===== config.mk =====
export PLATFORM = sky130hd
export DESIGN_NAME = regfile_wb_ctrl
export DESIGN_NICKNAME = d
export VERILOG_FILES = /design/src/rtl/regfile_pkg.sv /design/src/rtl/wb_fifo.sv /design/src/rtl/regfile_wb_ctrl.sv
export SDC_FILE = /design/constraint.sdc
export NUM_CORES = 1
export LEC_CHECK = 0
export CAP_MARGIN = 0
export CORE_MARGIN = 2
export CORE_UTILIZATION = 48
export DETAILED_ROUTE_END_ITERATION = 8
export DONT_BUFFER_PORTS = 1
export PLACE_DENSITY = 0.62
export SYNTH_ARGS = -nofsm -noshare
export SYNTH_HDL_FRONTEND = slang
export SYNTH_HIERARCHICAL = 1
export SYNTH_SLANG_ARGS = --single-unit

===== constraint.sdc =====
create_clock -name CLK -period 6.9 [get_ports CLK]
set_clock_uncertainty 0.1 [all_clocks]
set_input_delay 0.69 -clock CLK [delete_from_list [all_inputs] [get_ports CLK]]
set_output_delay 0.69 -clock CLK [all_outputs]
set_load 0.1 [all_outputs]

===== src/rtl/regfile_pkg.sv =====
// Shared widths and the write-entry layout for the register-file writeback path.
package regfile_pkg;

    localparam int DW    = 16;
    localparam int AW    = 3;
    localparam int NREGS = 7;

    localparam logic [AW-1:0] REG_NONE = '0;

    typedef struct packed {
        logic [AW-1:0] sel;
        logic [DW-1:0] data;
    } wr_entry_t;

endpackage


===== src/rtl/wb_fifo.sv =====
// Circular write buffer; entries are exposed oldest-first (index 0 = head).
// REGFILE_WB_FWD_EN adds per-entry data visibility for forwarding lookups.
module wb_fifo
    import regfile_pkg::*;
#(
    parameter int DEPTH = 4,
    parameter int DW    = regfile_pkg::DW,
    parameter int AW    = regfile_pkg::AW,
    localparam int CW   = $clog2(DEPTH + 1),
    localparam int PW   = $clog2(DEPTH)
) (
    input  logic                clk_i,
    input  logic                rst_ni,
    input  logic                push_i,
    input  logic [AW-1:0]       push_sel_i,
    input  logic [DW-1:0]       push_data_i,
    input  logic                pop_i,
    output logic [AW-1:0]       head_sel_o,
    output logic [DW-1:0]       head_data_o,
    output logic [CW-1:0]       count_o,
    output logic [DEPTH-1:0]    ent_vld_o,
`ifdef REGFILE_WB_FWD_EN
    output logic [DEPTH*DW-1:0] ent_data_o,
`endif
    output logic [DEPTH*AW-1:0] ent_sel_o
);

    logic [AW+DW-1:0] mem_q [DEPTH];
    logic [PW-1:0]    wr_ptr_q, wr_ptr_d;
    logic [PW-1:0]    rd_ptr_q, rd_ptr_d;
    logic [CW-1:0]    count_q, count_d;
    logic [PW-1:0]    idx;

    always_comb begin
        wr_ptr_d = push_i ? wr_ptr_q + PW'(1) : wr_ptr_q;
        rd_ptr_d = pop_i  ? rd_ptr_q + PW'(1) : rd_ptr_q;
        case ({push_i, pop_i})
            2'b10:   count_d = count_q + CW'(1);
            2'b01:   count_d = count_q - CW'(1);
            default: count_d = count_q;
        endcase
    end

    always_ff @(posedge clk_i or negedge rst_ni) begin
        if (!rst_ni) begin
            wr_ptr_q <= '0;
            rd_ptr_q <= '0;
            count_q  <= '0;
        end else begin
            wr_ptr_q <= wr_ptr_d;
            rd_ptr_q <= rd_ptr_d;
            count_q  <= count_d;
        end
    end

    // Storage carries no reset: validity comes solely from the count.
    always_ff @(posedge clk_i) begin
        if (push_i) begin
            mem_q[wr_ptr_q] <= {push_sel_i, push_data_i};
        end
    end

    assign head_sel_o  = mem_q[rd_ptr_q][DW +: AW];
    assign head_data_o = mem_q[rd_ptr_q][DW-1:0];
    assign count_o     = count_q;

    always_comb begin
        idx        = '0;
        ent_vld_o  = '0;
        ent_sel_o  = '0;
`ifdef REGFILE_WB_FWD_EN
        ent_data_o = '0;
`endif
        for (int i = 0; i < DEPTH; i++) begin
            idx                   = rd_ptr_q + PW'(i);
            ent_vld_o[i]          = (CW'(i) < count_q);
            ent_sel_o[i*AW +: AW] = mem_q[idx][DW +: AW];
`ifdef REGFILE_WB_FWD_EN
            ent_data_o[i*DW +: DW] = mem_q[idx][DW-1:0];
`endif
        end
    end

endmodule


===== src/rtl/regfile_wb_ctrl.sv =====
// Writeback controller: handshake, bypass, registered DSEL/RIN and busy scoreboard.
// Optional forwarding lookup enabled by REGFILE_WB_FWD_EN.
module regfile_wb_ctrl
    import regfile_pkg::*;
#(
    parameter int DEPTH = 4,
    parameter int DW    = regfile_pkg::DW,
    parameter int AW    = regfile_pkg::AW,
    localparam int CW   = $clog2(DEPTH + 1),
    localparam int NR   = (1 << AW) - 1
) (
    input  logic          CLK,
    input  logic          RST,
    input  logic          RES_VALID,
    output logic          RES_READY,
    input  logic [AW-1:0] RES_DSEL,
    input  logic [DW-1:0] RES_DATA,
    output logic [AW-1:0] DSEL,
    output logic [DW-1:0] RIN,
    output logic [NR-1:0] BUSY,
`ifdef REGFILE_WB_FWD_EN
    input  logic [AW-1:0] FWD_SEL,
    output logic          FWD_HIT,
    output logic [DW-1:0] FWD_DATA,
`endif
    output logic [CW-1:0] QLEVEL
);

    logic [CW-1:0]       count;
    logic                fifo_empty;
    logic                fifo_full;
    logic                xfer;
    logic                wr_xfer;
    logic                push;
    logic                pop;
    logic [AW-1:0]       head_sel;
    logic [DW-1:0]       head_data;
    logic [DEPTH-1:0]    ent_vld;
    logic [DEPTH*AW-1:0] ent_sel;
`ifdef REGFILE_WB_FWD_EN
    logic [DEPTH*DW-1:0] ent_data;
`endif
    logic [AW-1:0]       dsel_q, dsel_d;
    logic [DW-1:0]       rin_q, rin_d;
    logic [NR-1:0]       busy;

    assign fifo_empty = (count == '0);
    assign fifo_full  = (count == CW'(DEPTH));

    // Ready depends only on state; held low while reset is asserted.
    assign RES_READY = RST & ~fifo_full;
    assign xfer      = RES_VALID & RES_READY;
    assign wr_xfer   = xfer & (RES_DSEL != AW'(REG_NONE));

    // A queued head always wins; an incoming write only bypasses an empty queue.
    assign pop  = ~fifo_empty;
    assign push = wr_xfer & ~fifo_empty;

    wb_fifo #(
        .DEPTH (DEPTH),
        .DW    (DW),
        .AW    (AW)
    ) u_fifo (
        .clk_i       (CLK),
        .rst_ni      (RST),
        .push_i      (push),
        .push_sel_i  (RES_DSEL),
        .push_data_i (RES_DATA),
        .pop_i       (pop),
        .head_sel_o  (head_sel),
        .head_data_o (head_data),
        .count_o     (count),
        .ent_vld_o   (ent_vld),
`ifdef REGFILE_WB_FWD_EN
        .ent_data_o  (ent_data),
`endif
        .ent_sel_o   (ent_sel)
    );

    always_comb begin
        dsel_d = AW'(REG_NONE);
        rin_d  = rin_q;
        if (pop) begin
            dsel_d = head_sel;
            rin_d  = head_data;
        end else if (wr_xfer) begin
            dsel_d = RES_DSEL;
            rin_d  = RES_DATA;
        end
    end

    always_ff @(posedge CLK or negedge RST) begin
        if (!RST) begin
            dsel_q <= '0;
            rin_q  <= '0;
        end else begin
            dsel_q <= dsel_d;
            rin_q  <= rin_d;
        end
    end

    assign DSEL   = dsel_q;
    assign RIN    = rin_q;
    assign QLEVEL = count;

    always_comb begin
        busy = '0;
        for (int r = 1; r <= NR; r++) begin
            if (dsel_q == AW'(r)) begin
                busy[r-1] = 1'b1;
            end
            for (int i = 0; i < DEPTH; i++) begin
                if (ent_vld[i] && (ent_sel[i*AW +: AW] == AW'(r))) begin
                    busy[r-1] = 1'b1;
                end
            end
        end
    end

    assign BUSY = busy;

`ifdef REGFILE_WB_FWD_EN
    logic          fwd_hit;
    logic [DW-1:0] fwd_data;

    // Output register is oldest; scanning head->tail lets the youngest match win.
    always_comb begin
        fwd_hit  = 1'b0;
        fwd_data = '0;
        if (FWD_SEL != AW'(REG_NONE)) begin
            if (dsel_q == FWD_SEL) begin
                fwd_hit  = 1'b1;
                fwd_data = rin_q;
            end
            for (int i = 0; i < DEPTH; i++) begin
                if (ent_vld[i] && (ent_sel[i*AW +: AW] == FWD_SEL)) begin
                    fwd_hit  = 1'b1;
                    fwd_data = ent_data[i*DW +: DW];
                end
            end
        end
    end

    assign FWD_HIT  = fwd_hit;
    assign FWD_DATA = fwd_data;
`endif

endmodule


==> results of run 1 <==
flip-flops by register name, summed over array words and instances (netlist names):
name and flops:
u_fifo/count_o 3, DSEL 3, u_fifo/rd_ptr_q 2, u_fifo/wr_ptr_q 2, RIN 16, u_fifo/mem_q 76
final cells by class:
cell class	count	area, µm²	area share [%]
clock buffers	10	138	2.65
repair buffers	8	90.1	1.73
flip-flops and latches	102	2940	56.4
inverters	7	26.3	0.505
clock inverters	6	76.3	1.47
well taps	133	166	3.20
multi-input cells	187	1770	34.0
placed cells by master, fill, tap and decap left out, types with 3 or more instances in the layout:
cell type and instances:
nor4bb_1 7, ha_1 8, mux4_2 28, and2_1 5
clkbuf_8 10, o31ai_1 16, xnor2_1 3, nand2_1 12
nand4b_1 9, nor2_1 21, nand4_1 6, edfxtp_1 76
buf_4 6, o21ai_0 3, dfrtp_1 24, nand3b_1 4
nor3b_1 3, a311oi_1 16, a21oi_1 16, xor2_1 3
a31oi_1 3, inv_1 7
routing by layer:
metal  track usage (%)  part of all wire, %
met1              26.7                   44
met4              6.38                  1.5
met5                 0                    0
met2              30.6                   50
met3              4.49                  4.6
stage by stage:
step | instances | area (µm²) | setup WS [ns] | utilization (%) | hold slack [ns]
3_5_place_dp | 436 | 4970 | 3.25 | 50.6 | 0.295
4_1_cts | 453 | 5200 | 2.84 | 53.0 | 0.0259
6_report | 453 | 5200 | 2.91 | 53.0 | 0.0377
3_3_place_gp | 436 | 4970 | 3.34 | 50.6 | 0.295
5_1_grt | 453 | 5200 | 2.69 | 53.0 | 0.0144
2_1_floorplan | 319 | 4870 | 2.07 | - | 0.294
cell families (layout without fill, tap and decap cells):
group | count (synthesis) | after routing | synth area share, %
xor gates and xnor gates | 6 | 6 | 1.08
DFF | 102 | 102 | 60.3
muxes | 29 | 29 | 13.2
and+or+nand+nor | 80 | 80 | 10.2
adders and majority gates | 8 | 8 | 2.06
buffers and inverters | 30 | 31 | 4.14
AOI/OAI and AO/OA | 64 | 64 | 9.13
what timing repair did:
item | 4_1_cts | 5_1_grt
hold endpoints to repair | 26 | 0
setup buffers | 0 | 0
setup endpoints to repair | 0 | 0
hold buffers | 1 | 0
worst max-delay path by stage:
| stage | start | end | cells after the start |
|---|---|---|---|
| finish | u_fifo/rd_ptr_q[1]$_DFFE_PN0P_ | BUSY[5] | 4 |
| global route | u_fifo/rd_ptr_q[0]$_DFFE_PN0P_ | BUSY[3] | 4 |
| CTS | u_fifo/rd_ptr_q[1]$_DFFE_PN0P_ | BUSY[5] | 4 |
| detailed placement | u_fifo/rd_ptr_q[1]$_DFFE_PN0P_ | BUSY[5] | 4 |
| global placement | u_fifo/rd_ptr_q[1]$_DFFE_PN0P_ | BUSY[5] | 4 |
| floorplan | u_fifo/count_o[1]$_DFFE_PN0P_ | BUSY[3] | 5 |
==> results.json, run 1 <==
{
  "outcome": "completed",
  "die_w_um": 105,
  "area_delta_synth_final_pct": 6.92,
  "drive_above_1_share_pct": 19.1,
  "min_path_type": "primary input to async pin",
  "startpoint_type": "flip-flop",
  "synth.area.top_cells": "edfxtp_1 47%, dfrtp_1 13%, mux4_2 13%, a311oi_1 2.9%, o31ai_1 2.8%",
  "gp_congestion": 0.866,
  "worst-r2r-cell-count": 4,
  "fillCellCount": 862,
  "clockBufferDepth": 2,
  "track_usage_pct": 19.4,
  "yosysWarnings": 6,
  "regToRegSetupSlack_ns": 3.37,
  "cp_slowest_stage_delay_ns": 0.87,
  "worst_pin_slew_ns": 1.10,
  "cts-htree-levels": 3,
  "avgRoutedWirePerCell_um": 22.5,
  "cap_viol_max_count": 0,
  "core.rowCount": 36,
  "fmax_mhz": 251,
  "vias": 2822,
  "yosysMostFrequentCell": "edfxtp_1",
  "post_synth.cell_area_avg_um2": 15.3,
  "cts-root-buf": "clkbuf_8",
  "routed_wl_mm": 10.2,
  "core-area_um2": 9820,
  "grt_pass1_vias": 2769,
  "drt_iter0_drc": 180,
  "synth_enable_flop_cells": 76,
  "cts_resized": 0,
  "slew_violations": 0,
  "ys.flop_type": "edfxtp_1",
  "rsz0062_at_grt": "no",
  "clock_sinks": 102,
  "antenna_found_initial": 0,
  "drc_errors": 0,
  "async_reset_ff_share_pct": 25.5,
  "finalSetupTns_ns": 0,
  "cp.arrival_ns": 3.20,
  "relSlewSlack_pct": 26.4,
  "final.period_utilization_pct": 57.8,
  "fin_crit_ns": 3.99,
  "crit-reg2reg-capture": "u_fifo/mem_q[1][8]$_DFFE_PP_",
  "crit_chain": "buf_4 -> mux4_2 -> nand3b_1 -> o21ai_2",
  "synthCells": 319,
  "hold_viol": 0,
  "worst-path-buf-inv": 1,
  "grt_max_degree": 31,
  "nets": 345,
  "cts_tree": "yes",
  "critPathSlowestCell": "o21ai_2",
  "grt_overflow_total": 0,
  "setup_viol": 0,
  "clk_pin_slew_worst_paths_ns": 0.10,
  "start_util_pct": 49.6,
  "synth_top_area_cell": "edfxtp_1",
  "cts_buffers": 9,
  "critPathMaxFanout": 18,
  "dr.pass1.iters": 5,
  "ys_top_cells_by_count": "76 x edfxtp_1, 28 x mux4_2, 26 x dfrtp_1",
  "ys_seq_area_share_pct": 60.3,
  "antenna_cells": 0,
  "synth-seq-cells": 102,
  "dp_hpwl_mm": 6.49,
  "antenna_left": 0,
  "critPathKind": "flip-flop to output port",
  "grt_pass1_wl_mm": 16.1,
  "dieArea_um2": 11000,
  "required_ns": 6.11,
  "netlist.area_leader.share_pct": 46.9,
  "portBuffers": 0,
  "synth.net_count": 349,
  "path_delay_family": "compound AO/OA/AOI/OAI gates",
  "ys_types": 40,
  "io_pins": 52,
  "synth_area_um2": 4870,
  "reg2reg_from": "u_fifo/count_o[2]$_DFFE_PN0P_",
  "dieHeight_um": 105,
  "cp-end-kind": "output port",
  "viasPerCell": 6.23,
  "insertion_delay_ns": 0.37
}
Power of run 1 is not shown: default switching activity piles up to over one toggle a cycle in this logic, so the estimate is an artifact.
==> run 2, diff against run 1 <==
Clock period 6.9 ns to 4 ns, I/O delays scaled along.
==> results.json, run 2 (synthesized netlist as in run 1, its figures left out) <==
{
  "outcome": "completed",
  "dieHeight_um": 105,
  "vias": 3031,
  "cts_tree": "yes",
  "cts-htree-levels": 3,
  "drive_above_1_share_pct": 22.2,
  "required_ns": 3.50,
  "critPathSlowestCell": "dfrtp_1",
  "portBuffers": 0,
  "fmax_mhz": 300,
  "fin_util_pct": 55.1,
  "crit-reg2reg-capture": "u_fifo/mem_q[1][3]$_DFFE_PP_",
  "critPathMaxFanout": 15,
  "largest_register": "u_fifo/mem_q",
  "grt_max_degree": 31,
  "drc_errors": 0,
  "grt_pass1_wl_mm": 16.9,
  "slew_violations": 0,
  "startpoint_type": "flip-flop",
  "startpoint": "u_fifo/rd_ptr_q[1]$_DFFE_PN0P_",
  "min_to": "u_fifo/mem_q[2][6]$_DFFE_PP_",
  "final_cell_mix": "76 x edfxtp_1, 28 x mux4_2, 24 x dfrtp_1, 22 x buf_4, 21 x nor2_1",
  "cts_buffers": 9,
  "core.rowCount": 36,
  "cp-end-kind": "output port",
  "postPlaceCellArea_um2": 5090,
  "fin_crit_ns": 3.34,
  "antenna_found_initial": 0,
  "worst-path-buf-inv": 1,
  "antenna_cells": 0,
  "dp_hpwl_mm": 6.91,
  "fin_area_um2": 5410,
  "area_delta_synth_final_pct": 11.2,
  "drt_iter0_drc": 228,
  "clockBufferDepth": 2,
  "worst_pin_slew_ns": 1.06,
  "reg2reg_from": "u_fifo/count_o[2]$_DFFE_PN0P_",
  "crit_chain": "mux4_2 -> nor4bb_1 -> nor4_1 -> o31ai_4 -> buf_4",
  "die_w_um": 105,
  "largest_reg_flops": 76,
  "final_common_cell": "edfxtp_1",
  "hold_viol": 0,
  "antenna_left": 0,
  "cts-root-buf": "clkbuf_8",
  "gp_congestion": 0.811,
  "grt_pass1_vias": 3052,
  "hold_start": "RES_DATA[6]",
  "io_pins": 52,
  "cap_viol_max_count": 0,
  "critPathKind": "flip-flop to output port",
  "nets": 372,
  "core-area_um2": 9820,
  "insertion_delay_ns": 0.38,
  "grt_overflow_total": 0,
  "routed_wl_mm": 10.7,
  "worst-r2r-cell-count": 6,
  "rsz0062_at_grt": "no",
  "cp_slowest_stage_delay_ns": 0.77,
  "track_usage_pct": 20.3,
  "min_path_cells": 0,
  "post_cts_buffers": 0,
  "final.period_utilization_pct": 83.4,
  "relSlewSlack_pct": 29.6,
  "dr.pass1.iters": 5,
  "viasPerCell": 6.31,
  "dieArea_um2": 11000,
  "start_util_pct": 49.6,
  "avgRoutedWirePerCell_um": 22.4,
  "cp.arrival_ns": 2.84,
  "path_delay_family": "flip-flops",
  "setup_viol": 0,
  "clk_pin_slew_worst_paths_ns": 0.10,
  "finalSetupTns_ns": 0,
  "regToRegSetupSlack_ns": 1.00,
  "min_path_type": "primary input to flip-flop",
  "clock_sinks": 102
}
run 2: changes by cell type in the layout (fill, tap and decap cells not counted), sizes merged:
cell | previous run | this run
clkinv | 2 | 3
dlygate4sd3 | 0 | 11
inv | 10 | 9
buf | 7 | 23
bufinv | 1 | 0
clkinvlp | 0 | 1
run 2: layout make-up:
| type | count | area, µm² |
|---|---|---|
| clock buffers | 10 | 138 |
| well taps | 133 | 166 |
| clock inverters | 6 | 53.8 |
| fillers | 830 | 4410 |
| repair buffers | 35 | 320 |
| flip-flops and latches | 102 | 2940 |
| inverters | 7 | 26.3 |
| multi-input cells | 187 | 1770 |
run 2: stage by stage:
| stage | std cells | hold slack, ns | setup WS, ns |
|---|---|---|---|
| after detailed placement | 452 | 0.00632 | 0.992 |
| after global placement | 452 | 0.00576 | 1.01 |
| after floorplan | 319 | 0.00441 | 0.202 |
| final | 480 | 0.0168 | 0.663 |
| after global routing | 480 | 0.000150 | 0.540 |
| after CTS | 470 | 0.000379 | 0.656 |
run 2: metal layers:
layer	vias up	part of all wire, %	track usage [%]	wire, µm
met5	-	0	0	0
met3	17	6.5	4.87	703
met1	1557	42	27.1	4490
li1	1338	-	-	-
met2	119	50	32.8	5330
met4	0	2.0	7.14	212
run 2: worst max-delay path by stage:
stage	slack [ns]	cells after the start	endpoint
after CTS	0.66	5	BUSY[0]
after floorplan	0.20	5	BUSY[1]
after global placement	1.01	6	u_fifo/mem_q[1][10]$_DFFE_PP_
final	0.66	5	BUSY[0]
after detailed placement	0.99	6	u_fifo/mem_q[1][12]$_DFFE_PP_
after global routing	0.54	5	BUSY[0]
run 2: what timing repair did:
action	4_1_cts	5_1_grt
endpoints found under the setup margin	0	0
hold buffers	2	10
resized for setup	0	0
hold endpoints to repair	26	35
Power of run 2 is left out for the same reason.
==> run 3, diff against run 2 <==
Settings changed: PLACE_DENSITY 0.62 to 0.64.
Clock period 4 ns to 3 ns, I/O delays scaled along.
==> results.json, run 3 (synthesized netlist as in run 1, its figures left out) <==
{
  "dp_hpwl_mm": 7.22,
  "vias": 3105,
  "grt_overflow_total": 0,
  "viasPerCell": 6.19,
  "area_delta_synth_final_pct": 17.8,
  "min_path_type": "primary input to flip-flop",
  "die_w_um": 105,
  "grt_pass1_wl_mm": 17.4,
  "cts-htree-levels": 3,
  "nets": 393,
  "routed_wl_mm": 11.0,
  "core.rowCount": 36,
  "postPlaceCellArea_um2": 5230,
  "cp.arrival_ns": 2.51,
  "cap_viol_max_count": 0,
  "io_pins": 52,
  "cp-end-kind": "output port",
  "avgRoutedWirePerCell_um": 22.0,
  "track_usage_pct": 21.0,
  "dieArea_um2": 11000,
  "fin_crit_ns": 2.91,
  "critPathMaxFanout": 20,
  "antenna_found_initial": 0,
  "largest_register": "u_fifo/mem_q",
  "drive_above_1_share_pct": 25.5,
  "fmax_mhz": 344,
  "hold_viol": 0,
  "drt_iter0_drc": 289,
  "final.period_utilization_pct": 97.0,
  "clock_sinks": 102,
  "portBuffers": 0,
  "relSlewSlack_pct": 38.1,
  "insertion_delay_ns": 0.36,
  "gp_congestion": 0.838,
  "final_common_cell": "edfxtp_1",
  "required_ns": 2.60,
  "start_util_pct": 49.6,
  "setup_viol": 0,
  "antenna_left": 0,
  "grt_max_degree": 27,
  "final_cell_mix": "76 x edfxtp_1, 28 x mux4_2, 26 x buf_4, 22 x dfrtp_1, 21 x nor2_1",
  "clockBufferDepth": 2,
  "dr.pass1.iters": 5,
  "fin_area_um2": 5730,
  "largest_reg_flops": 76,
  "clk_pin_slew_worst_paths_ns": 0.12,
  "worst_pin_slew_ns": 0.929,
  "cts-root-buf": "clkbuf_8",
  "startpoint_type": "flip-flop",
  "core-area_um2": 9820,
  "dieHeight_um": 105,
  "outcome": "completed",
  "cts_tree": "yes",
  "cts_buffers": 9,
  "grt_pass1_vias": 2995,
  "slew_violations": 0,
  "critPathKind": "flip-flop to output port",
  "drc_errors": 0
}
run 3: cell count changes in the layout (fill, tap and decap cells not counted), moves of 2 or more:
| cell | before | now |
|---|---|---|
| dlygate4sd3_1 | 11 | 20 |
| clkinv_8 | 0 | 2 |
| buf_12 | 1 | 7 |
| buf_4 | 22 | 26 |
| dfrtp_1 | 24 | 22 |
| buf_6 | 0 | 2 |
| dfrtp_4 | 0 | 2 |
| clkinv_4 | 3 | 1 |
run 3: what timing repair did:
| action | in CTS | in global routing |
|---|---|---|
| endpoints found under the hold margin | 105 | 0 |
| hold buffers | 21 | 0 |
| endpoints found under the setup margin | 1 | 3 |
| resized for setup | 1 | 3 |
| buffers inserted | 0 | 3 |
run 3: worst paths after layout:
kind	start	endpoint	slack [ns]	cells after the start
worst max-delay path	u_fifo/rd_ptr_q[1]$_DFFE_PN0P_	BUSY[0]	0.09	6
worst min-delay path	RES_DATA[10]	RIN[10]$_DFFE_PN0P_	0.06	2
worst max register to register	u_fifo/count_o[2]$_DFFE_PN0P_	u_fifo/mem_q[1][3]$_DFFE_PP_	0.63	6
worst min register to register	u_fifo/wr_ptr_q[0]$_DFFE_PN0P_	u_fifo/wr_ptr_q[0]$_DFFE_PN0P_	0.44	1
max in group asynchronous	RST	u_fifo/count_o[0]$_DFFE_PN0P_	2.32	2
min in group asynchronous	RST	RIN[11]$_DFFE_PN0P_	0.28	2
run 3: cell type report:
class                      instances  area, µm²
antenna                            1       2.50
clock buffer                       9        124
clock inverter                     7        100
fill                             805       4090
inverter                           7       26.3
multi-input combinational        187       1790
sequential                       102       2940
tap                              133        166
timing repair buffer              56        583
run 3: critical path, cell delays in order, from the launching register on:
cell and delay (ns):
dfrtp_1 0.44, buf_6 0.26, mux4_2 0.63, nor4bb_1 0.40, nor4_2 0.13, o31ai_4 0.08
buf_12 0.21
run 3: routing by layer:
layer / track usage, % / wire (µm)
met1: 29.4 / 4670
met5: 0 / 0
met3: 4.24 / 705
met4: 5.52 / 122
met2: 34.0 / 5540
run 3: per-stage QoR:
step           instances  utilization (%)  setup WS [ns]  TNS (ns)  hold slack, ns
5_1_grt              501             58.3        -0.0224   -0.0224          0.0549
3_3_place_gp         461             53.3          0.298         0         -0.0945
3_5_place_dp         461             53.3          0.259         0         -0.0940
2_1_floorplan        319                -         -0.165    -0.209         -0.0956
4_1_cts              498             57.8        0.00292         0          0.0418
6_report             502             58.4         0.0889         0          0.0607
Power of run 3 is left out for the same reason.
